`src/rtl/wb_port_arbiter.sv`:
```
// wb_port_arbiter
//
// Shares the single register-file write port between the in-order pipeline
// writeback stage and a long-latency unit (multi-cycle mul/div, slow load
// return). Long-latency results are queued in a small in-order FIFO.
//
// The pipeline normally has priority. The FIFO head is forced onto the port,
// with the pipeline stalled, in either of two cases:
// - the FIFO is full;
// - the head has waited MAX_WAIT cycles.
// When the pipeline has nothing to write, the FIFO head drains for free.
//
// Optional build macro: WB_ARB_STATS_EN
//   When defined, stall_cnt counts cycles with stall_pipe=1, saturating at
//   16'hFFFF. When undefined, stall_cnt is tied to zero.
//
// Ports:
//   clk, rst_n                      clock (rising edge), async active-low reset
//   pipe_wr_en, pipe_rd, pipe_data  WB stage write request
//   stall_pipe                      pipeline must hold its WB inputs this cycle
//   ll_valid, ll_rd, ll_data        long-latency result offered
//   ll_ready                        arbiter accepts the long-latency result
//   rf_wr_en, rf_rd, rf_data        register-file write port
//   stall_cnt                       stall-cycle statistics counter
module wb_port_arbiter #(
  parameter int N        = 32,
  parameter int RW       = 6,
  parameter int DEPTH    = 2,
  parameter int MAX_WAIT = 4
) (
  input  logic          clk,
  input  logic          rst_n,
  input  logic          pipe_wr_en,
  input  logic [RW-1:0] pipe_rd,
  input  logic [N-1:0]  pipe_data,
  output logic          stall_pipe,
  input  logic          ll_valid,
  output logic          ll_ready,
  input  logic [RW-1:0] ll_rd,
  input  logic [N-1:0]  ll_data,
  output logic          rf_wr_en,
  output logic [RW-1:0] rf_rd,
  output logic [N-1:0]  rf_data,
  output logic [15:0]   stall_cnt
);

  localparam int AW   = $clog2(DEPTH);
  localparam int AGEW = $clog2(MAX_WAIT + 1);
  localparam int EW   = RW + N;
  localparam logic [AGEW-1:0] AGE_MAX = AGEW'(MAX_WAIT);

  // FIFO storage; each entry is {rd, data}
  logic [EW-1:0]   mem_q [DEPTH];
  logic [EW-1:0]   mem_d [DEPTH];
  // Pointers carry one extra wrap bit to tell full from empty
  logic [AW:0]     wr_ptr_q, wr_ptr_d;
  logic [AW:0]     rd_ptr_q, rd_ptr_d;
  logic [AGEW-1:0] age_q, age_d;

  logic            empty_s;
  logic            full_s;
  logic            preq_s;
  logic            ll_sel_s;
  logic            push_s;
  logic            pop_s;
  logic [EW-1:0]   head_s;
  logic [RW-1:0]   head_rd_s;
  logic [N-1:0]    head_data_s;

  // FIFO status and grant decision from registered state plus current inputs
  always_comb begin
    empty_s     = (wr_ptr_q == rd_ptr_q);
    full_s      = (wr_ptr_q[AW] != rd_ptr_q[AW]) &&
                  (wr_ptr_q[AW-1:0] == rd_ptr_q[AW-1:0]);
    head_s      = mem_q[rd_ptr_q[AW-1:0]];
    head_rd_s   = head_s[EW-1:N];
    head_data_s = head_s[N-1:0];
    // A write to x0 is not a request at all
    preq_s      = pipe_wr_en && (pipe_rd != {RW{1'b0}});
    ll_sel_s    = !empty_s && (!preq_s || full_s || (age_q == AGE_MAX));
    // No pop-through: a full FIFO refuses new results even while popping
    push_s      = ll_valid && !full_s;
    pop_s       = ll_sel_s;
  end

  // RF port mux; reset forces all outputs quiet without waiting for a clock
  always_comb begin
    rf_wr_en   = 1'b0;
    rf_rd      = pipe_rd;
    rf_data    = pipe_data;
    stall_pipe = 1'b0;
    ll_ready   = !full_s;
    if (!rst_n) begin
      rf_rd    = {RW{1'b0}};
      rf_data  = {N{1'b0}};
      ll_ready = 1'b1;
    end else if (ll_sel_s) begin
      rf_rd      = head_rd_s;
      rf_data    = head_data_s;
      // An rd==0 entry is discarded without touching the RF
      rf_wr_en   = (head_rd_s != {RW{1'b0}});
      stall_pipe = preq_s;
    end else if (preq_s) begin
      rf_wr_en = 1'b1;
    end else begin
      rf_wr_en = 1'b0;
    end
  end

  // Next-state for FIFO contents, pointers and head age
  always_comb begin
    for (int i = 0; i < DEPTH; i++) begin
      mem_d[i] = mem_q[i];
    end
    if (push_s) begin
      mem_d[wr_ptr_q[AW-1:0]] = {ll_rd, ll_data};
    end else begin
      mem_d[wr_ptr_q[AW-1:0]] = mem_q[wr_ptr_q[AW-1:0]];
    end

    if (push_s) begin
      wr_ptr_d = wr_ptr_q + (AW+1)'(1);
    end else begin
      wr_ptr_d = wr_ptr_q;
    end

    if (pop_s) begin
      rd_ptr_d = rd_ptr_q + (AW+1)'(1);
    end else begin
      rd_ptr_d = rd_ptr_q;
    end

    // Age tracks how long the current head has been passed over
    if (empty_s || pop_s) begin
      age_d = {AGEW{1'b0}};
    end else if (age_q == AGE_MAX) begin
      age_d = age_q;
    end else begin
      age_d = age_q + AGEW'(1);
    end
  end

  // FIFO and age registers
  always_ff @(posedge clk or negedge rst_n) begin
    if (!rst_n) begin
      for (int i = 0; i < DEPTH; i++) begin
        mem_q[i] <= {EW{1'b0}};
      end
      wr_ptr_q <= {(AW+1){1'b0}};
      rd_ptr_q <= {(AW+1){1'b0}};
      age_q    <= {AGEW{1'b0}};
    end else begin
      for (int i = 0; i < DEPTH; i++) begin
        mem_q[i] <= mem_d[i];
      end
      wr_ptr_q <= wr_ptr_d;
      rd_ptr_q <= rd_ptr_d;
      age_q    <= age_d;
    end
  end

`ifdef WB_ARB_STATS_EN
  logic [15:0] stall_cnt_q, stall_cnt_d;

  // Saturating count of stalled cycles
  always_comb begin
    if (stall_pipe && (stall_cnt_q != 16'hFFFF)) begin
      stall_cnt_d = stall_cnt_q + 16'd1;
    end else begin
      stall_cnt_d = stall_cnt_q;
    end
  end

  // Stall counter register
  always_ff @(posedge clk or negedge rst_n) begin
    if (!rst_n) begin
      stall_cnt_q <= 16'h0000;
    end else begin
      stall_cnt_q <= stall_cnt_d;
    end
  end

  assign stall_cnt = stall_cnt_q;
`else
  assign stall_cnt = 16'h0000;
`endif

endmodule

```
`config.mk`:
```
export PLATFORM = sky130hd
export DESIGN_NAME = wb_port_arbiter
export DESIGN_NICKNAME = d
export VERILOG_FILES = /design/src/rtl/wb_port_arbiter.sv
export SDC_FILE = /design/constraint.sdc
export NUM_CORES = 1
export LEC_CHECK = 0
export ABC_AREA = 1
export CAP_MARGIN = 20
export CELL_PAD_IN_SITES_DETAIL_PLACEMENT = 1
export CELL_PAD_IN_SITES_GLOBAL_PLACEMENT = 2
export CORE_MARGIN = 2
export CORE_UTILIZATION = 25
export CTS_CLUSTER_SIZE = 25
export DETAILED_ROUTE_END_ITERATION = 10
export PLACE_DENSITY_LB_ADDON = 0.05
export SLEW_MARGIN = 20
export SYNTH_ARGS = -nofsm -noshare
export SYNTH_HDL_FRONTEND = slang
export SYNTH_SLANG_ARGS = --single-unit
export TNS_END_PERCENT = 5
```
`constraint.sdc`:
```
create_clock -name clk -period 2.2 [get_ports clk]
set_input_delay 0.44 -clock clk [delete_from_list [all_inputs] [get_ports clk]]
set_output_delay 0.44 -clock clk [all_outputs]
set_load 0.01 [all_outputs]
```
==> summary.txt, run 1 <==
Status: finished with violations
Failing checks: setup timing
Met2 wire length: 7700 um
Commonest non-fill, non-tap cell in the layout: nand2_1
H-tree depth: 3
FP Rows: 49
Final worst slack: -0.153 ns
CTS Root Cell: clkbuf_16
Ant diodes: 0
Met1 WL: 7170 um
Die Area: 0.0194 mm2
Syn avg cell area: 6.95 um2
CP startpoint kind: flop
MaxCap Viol Count: 0
Final slew viol count: 0
Vias in the first global route: 4933
Starting Density: 0.255
GR Overflow Total: 0
Routed vias/inst: 4.43
Worst Clk Skew: 0.00617 ns
RSZ-0062 raised after global routing: true
HPWL Detailed: 11200 um
Period utilisation layout: 1.07
Critical Path AT: 1.91 ns
Final Instance Area: 0.00668 mm2
Synth Register Bits: 83
Area Growth Syn to Fin: 45.9%
Leak Pwr: 3.39 nW
Fin cells: 1044
Die width: 139 um
Via count: 4626
Clock transition at path regs: 0.07 ns
Layout cells sized above 1: 0.194
Placement-stage cell area: 0.00625 mm2
CP max FO: 7
Die Height: 139 um
Pwr Total: 10.0 mW
Power Dens Cells: 1500 mW/mm2
Antenna Nets Post-Route: 0
Largest net degree at the start of global routing: 42
Distinct cell type count after synthesis: 22
GRT Util Overall: 0.164
Synthesized area: 0.00458 mm2
Worst slew pin tran: 0.796 ns
CTS tree: done
First DRT Iteration DRCs: 128
Synth Warn #: 0
Maximum clock insertion buffer count: 2
Syn Inst Count: 658
Initial antenna violation count: 1
Met3 wire length: 624 um
DR pass1 iterations: 4
CP endpoint kind: output pin
Rel. slew slack: 0.468
Placeable Area: 0.0180 mm2
Worst Path Class, Setup: flop to output pin
Port Buf Inserts: 120
Sequential cell area fraction in the yosys report: 0.454
Required time of the critical path: 1.76 ns
Fin. Hold Viols: 0
Worst reg2reg path depth: 11
Tmin final: 2.35 ns
First-pass GRT wire length: 25400 um
Placed cells: 1018
Fmax: 0.425 GHz
Count of final setup violators: 40
Most frequent cells in the layout: nand2_1 (201), nor2_1 (114), dfrtp_1 (82)
Top routing layer in use: met5
DR WL/cell: 15.0 um
I/O pins: 137
Min-delay worst type: input port to asynchronous set/reset pin
Later-pin clock latency in the skew report: 0.35 ns
GPL Wtd Cong: 0.738
Worst vdd ir: 0.000649 V
Clk sinks: 83
Num CTS Buffers: 9
Count of nets after finishing: 893
Drt total wl: 15700 um
DRC: 0
==> layer usage <==
metal	GRT usage	vias to the layer above
met1	0.206	2229
met4	0.0478	2
li1	-	2301
met5	0	-
met2	0.285	81
met3	0.0337	13
==> cell families after synthesis <==
group / share of synthesized area
buf+inv: 0.118
compound gates: 0.0875
fa+ha+maj: 0.00547
simple gates: 0.326
other cells: 0.000820
xor+xnor: 0.00766
flops: 0.454
==> report_power, final <==
group / total, mW / leakage (nW) / switching (mW) / internal, mW
logic: 5.60 / 2.18 / 3.29 / 2.31
registers: 2.56 / 1.03 / 0.305 / 2.26
clock network: 1.88 / 0.176 / 0.655 / 1.22
==> worst paths after layout <==
kind                                         startpoint                    end  slack, ns
worst max register to register  rd_ptr_q[0]$_DFFE_PN0N_  mem_q[17]$_DFFE_PN0P_       0.07
min in group clk                  mem_q[31]$_DFFE_PN0P_  mem_q[31]$_DFFE_PN0P_       0.48
max in group asynchronous                         rst_n  mem_q[51]$_DFFE_PN0N_       1.37
worst min register to register    mem_q[31]$_DFFE_PN0P_  mem_q[31]$_DFFE_PN0P_       0.48
worst min-delay path                              rst_n  mem_q[40]$_DFFE_PN0N_       0.24
worst max-delay path            rd_ptr_q[0]$_DFFE_PN0N_            rf_data[18]      -0.15
==> cell type report <==
cell class	count	area, um2
Fill cell	2225	11300
Multi-Input combinational cell	481	2130
Sequential cell	83	2080
Timing Repair Buffer	184	1620
Tap cell	229	287
Clock buffer	9	225
Inverter	52	195
Clock inverter	6	138
==> state kept, by name (all words and copies together) (netlist names) <==
signal	cells
wr_ptr_q	2
rd_ptr_q	2
age_q	3
mem_q	76
==> timing repair <==
action	4_1_cts	5_1_grt
hold buffers	1	0
hold endpoints to repair	2	0
pin swaps	25	22
resized for setup	200	22
gates cloned	1	0
endpoints found under the setup margin	41	40
setup buffers	9	2
==> worst max-delay path: stages, from the launching register on <==
cell and delay [ns]:
dfrtp_2 0.45, inv_2 0.08, nand2_2 0.07, nand2_2 0.08, nand2_4 0.06, nand2_2 0.09, nor2_4 0.05, nor2_4 0.13
buf_12 0.15, buf_8 0.12, nor2_1 0.04, nor2_1 0.11, buf_2 0.14
==> Yosys cell counts <==
library cell / number / area (um2)
a21oi_1: 33 / 165
o21ai_1: 32 / 160
buf_1: 3 / 11.3
ha_1: 2 / 25.0
o21ai_0: 15 / 75.1
inv_1: 49 / 184
nand3_1: 39 / 195
nand4_1: 2 / 12.5
nor2_2: 1 / 6.26
nor2_4: 1 / 11.3
buf_4: 19 / 143
xnor2_1: 2 / 17.5
buf_6: 5 / 56.3
dfrtp_1: 83 / 2080
nand2_1: 212 / 796
xor2_1: 2 / 17.5
nand2_2: 3 / 18.8
buf_2: 18 / 90.1
conb_1: 1 / 3.75
nor2_1: 121 / 454
inv_2: 3 / 11.3
clkbuf_1: 12 / 45.0
==> through the flow <==
| stage | utilization | hold WS, ns | TNS [ns] | setup WS (ns) |
|---|---|---|---|---|
| 3_5_place_dp | 0.348 | 0.345 | -28.68 | -0.763 |
| 5_1_grt | 0.372 | 0.239 | -11.03 | -0.241 |
| 2_1_floorplan | - | 0.144 | 0 | 0.375 |
| 3_3_place_gp | 0.348 | 0.349 | -27.40 | -0.720 |
| 6_report | 0.372 | 0.242 | -4.50 | -0.153 |
| 4_1_cts | 0.367 | 0.212 | -3.85 | -0.136 |
(Power assumes the default switching activity.)
==> inputs of run 2 (changes only) <==
--- a/config.mk
+++ b/config.mk
@@ -14,6 +14,7 @@
 export CTS_CLUSTER_SIZE = 25
 export DETAILED_ROUTE_END_ITERATION = 10
 export PLACE_DENSITY_LB_ADDON = 0.05
+export SKIP_LAST_GASP = 1
 export SLEW_MARGIN = 20
 export SYNTH_ARGS = -nofsm -noshare
 export SYNTH_HDL_FRONTEND = slang
==> run 2 against run 1 <==
Non-clock buffer count unchanged. Clock skew down 0.00055 ns. The run still ends with setup timing left. Total power down 1.8%. Worst setup slack better by 0.016 ns. Worst hold slack worse by 0.014 ns. Sequential cell count unchanged. Clock-buffer cell count unchanged. Combinational power down 3%. Utilization down 0.38 points. Via count down 0.24%. Final cell count unchanged. Routed wire length down 0.46%.
==> summary.txt, run 2 (synthesis results as in run 1) <==
Status: finished with violations
Failing checks: setup timing
P_sw: 4.16 mW
Die width: 139 um
R2R Path Start: rd_ptr_q[0]$_DFFE_PN0N_
Period utilisation layout: 1.06
FP Rows: 49
Leak Pwr: 3.37 nW
Biggest register: mem_q
Power Dens Cells: 1490 mW/mm2
Starting Density: 0.255
Worst Path Class, Setup: flop to output pin
Antenna Nets Post-Route: 0
First DRT Iteration DRCs: 148
Count of final setup violators: 40
Largest stage delay, worst path: 0.45 ns
Placed cells: 1018
Clock power share: 0.190
CP max FO: 8
Combinational power share: 0.550
RSZ-0062 raised after global routing: true
MaxCap Viol Count: 0
Slowest cell on crit path: dfrtp_2
Final worst slack: -0.138 ns
CTS Root Cell: clkbuf_16
DR WL/cell: 15.0 um
GR Overflow Total: 0
Worst reg2reg path depth: 11
Placement-stage cell area: 0.00625 mm2
Regs by FF count: mem_q: 76 flops, age_q: 3 flops
CP cell instances: nand2_2, nand2_1, nand2_2, nand4_1, buf_4, buf_6, nand3_2, nand2_1, nor2_2, buf_2
HPWL Detailed: 11200 um
Port Buf Inserts: 120
Setup crit start: rd_ptr_q[0]$_DFFE_PN0N_
Largest register FFs: 76
Sw Share: 0.422
Pwr Total: 9.85 mW
Setup slack after placement: -0.763 ns
Fin. Hold Viols: 0
Die Height: 139 um
Final Core Density: 0.368
DR pass1 iterations: 4
R2R Setup Slk: 0.08 ns
H-tree depth: 3
Initial antenna violation count: 1
Layout cells sized above 1: 0.178
Largest net degree at the start of global routing: 42
Setup_tns: -4.30 ns
Fmax: 0.428 GHz
Internal Power: 5.70 mW
Clock transition at path regs: 0.07 ns
Placeable Area: 0.0180 mm2
Most frequent cells in the layout: nand2_1 (207), nor2_1 (116), dfrtp_1 (82)
CP startpoint kind: flop
Hold WS: 0.228 ns
DRC: 0
GPL Wtd Cong: 0.738
Ant diodes: 0
Reg power frac: 0.260
Fin cells: 1044
Clk sinks: 83
First-pass GRT wire length: 25400 um
Vias in the first global route: 4933
Tmin final: 2.34 ns
CTS tree: done
Worst slew pin tran: 0.797 ns
Fillers: 2232
CP endpoint kind: output pin
GRT Util Overall: 0.164
Final Instance Area: 0.00661 mm2
Area Growth Syn to Fin: 44.4%
Count of nets after finishing: 893
Via count: 4615
Later-pin clock latency in the skew report: 0.35 ns
Capturing point of the worst reg2reg path: mem_q[17]$_DFFE_PN0P_
Commonest non-fill, non-tap cell in the layout: nand2_1
Rel. slew slack: 0.468
Die Area: 0.0194 mm2
Num CTS Buffers: 9
Worst Clk Skew: 0.00563 ns
Critical Path AT: 1.90 ns
I/O pins: 137
Maximum clock insertion buffer count: 2
Routed vias/inst: 4.42
Min-delay worst type: input port to asynchronous set/reset pin
Required time of the critical path: 1.76 ns
Final slew viol count: 0
Worst vdd ir: 0.000636 V
Drt total wl: 15600 um
[run 2: final cells by class]
cell class / count / area (um2) / area share
Sequential cell: 83 / 2080 / 0.315
Clock inverter: 6 / 138 / 0.0208
Tap cell: 229 / 287 / 0.0434
Inverter: 52 / 195 / 0.0295
Clock buffer: 9 / 225 / 0.0341
Multi-Input combinational cell: 481 / 2080 / 0.315
Timing Repair Buffer: 184 / 1600 / 0.242
[run 2: power by group through the flow]
stage / clock network [mW] / registers (mW) / logic (mW)
final: 1.87 / 2.56 / 5.42
after global routing: 2.01 / 2.66 / 6.12
after CTS: 1.93 / 2.57 / 5.44
after detailed placement: 0 / 2.59 / 5.41
after global placement: 0 / 2.56 / 5.31
after floorplan: 0 / 2.50 / 3.19
[run 2: critical path: cells and delay by family, from the launching register on]
| family | cells | cell delay [ns] |
|---|---|---|
| flip-flops | 1 | 0.45 |
| buffers and inverters | 3 | 0.46 |
| AND/OR/NAND/NOR | 7 | 0.65 |
[run 2: how the worst max path moves through the flow]
stage	to
floorplan	rf_data[3]
global placement	rf_rd[2]
detailed placement	rf_rd[2]
CTS	rf_rd[5]
global route	rf_data[21]
finish	rf_rd[3]
[run 2: timing repair]
action / CTS / global route
hold buffers: 1 / 0
gates cloned: 1 / 0
setup buffers: 9 / 2
hold endpoints to repair: 2 / 0
setup endpoints to repair: 41 / 41
gates resized for setup: 193 / 6
pin swaps: 13 / 6
[run 2: metal layers]
layer	share of wire	vias up	track usage
li1	-	2302	-
met1	0.46	2218	0.206
met2	0.49	79	0.284
met3	0.038	14	0.0337
met4	0.013	2	0.0478
met5	0.0010	-	0
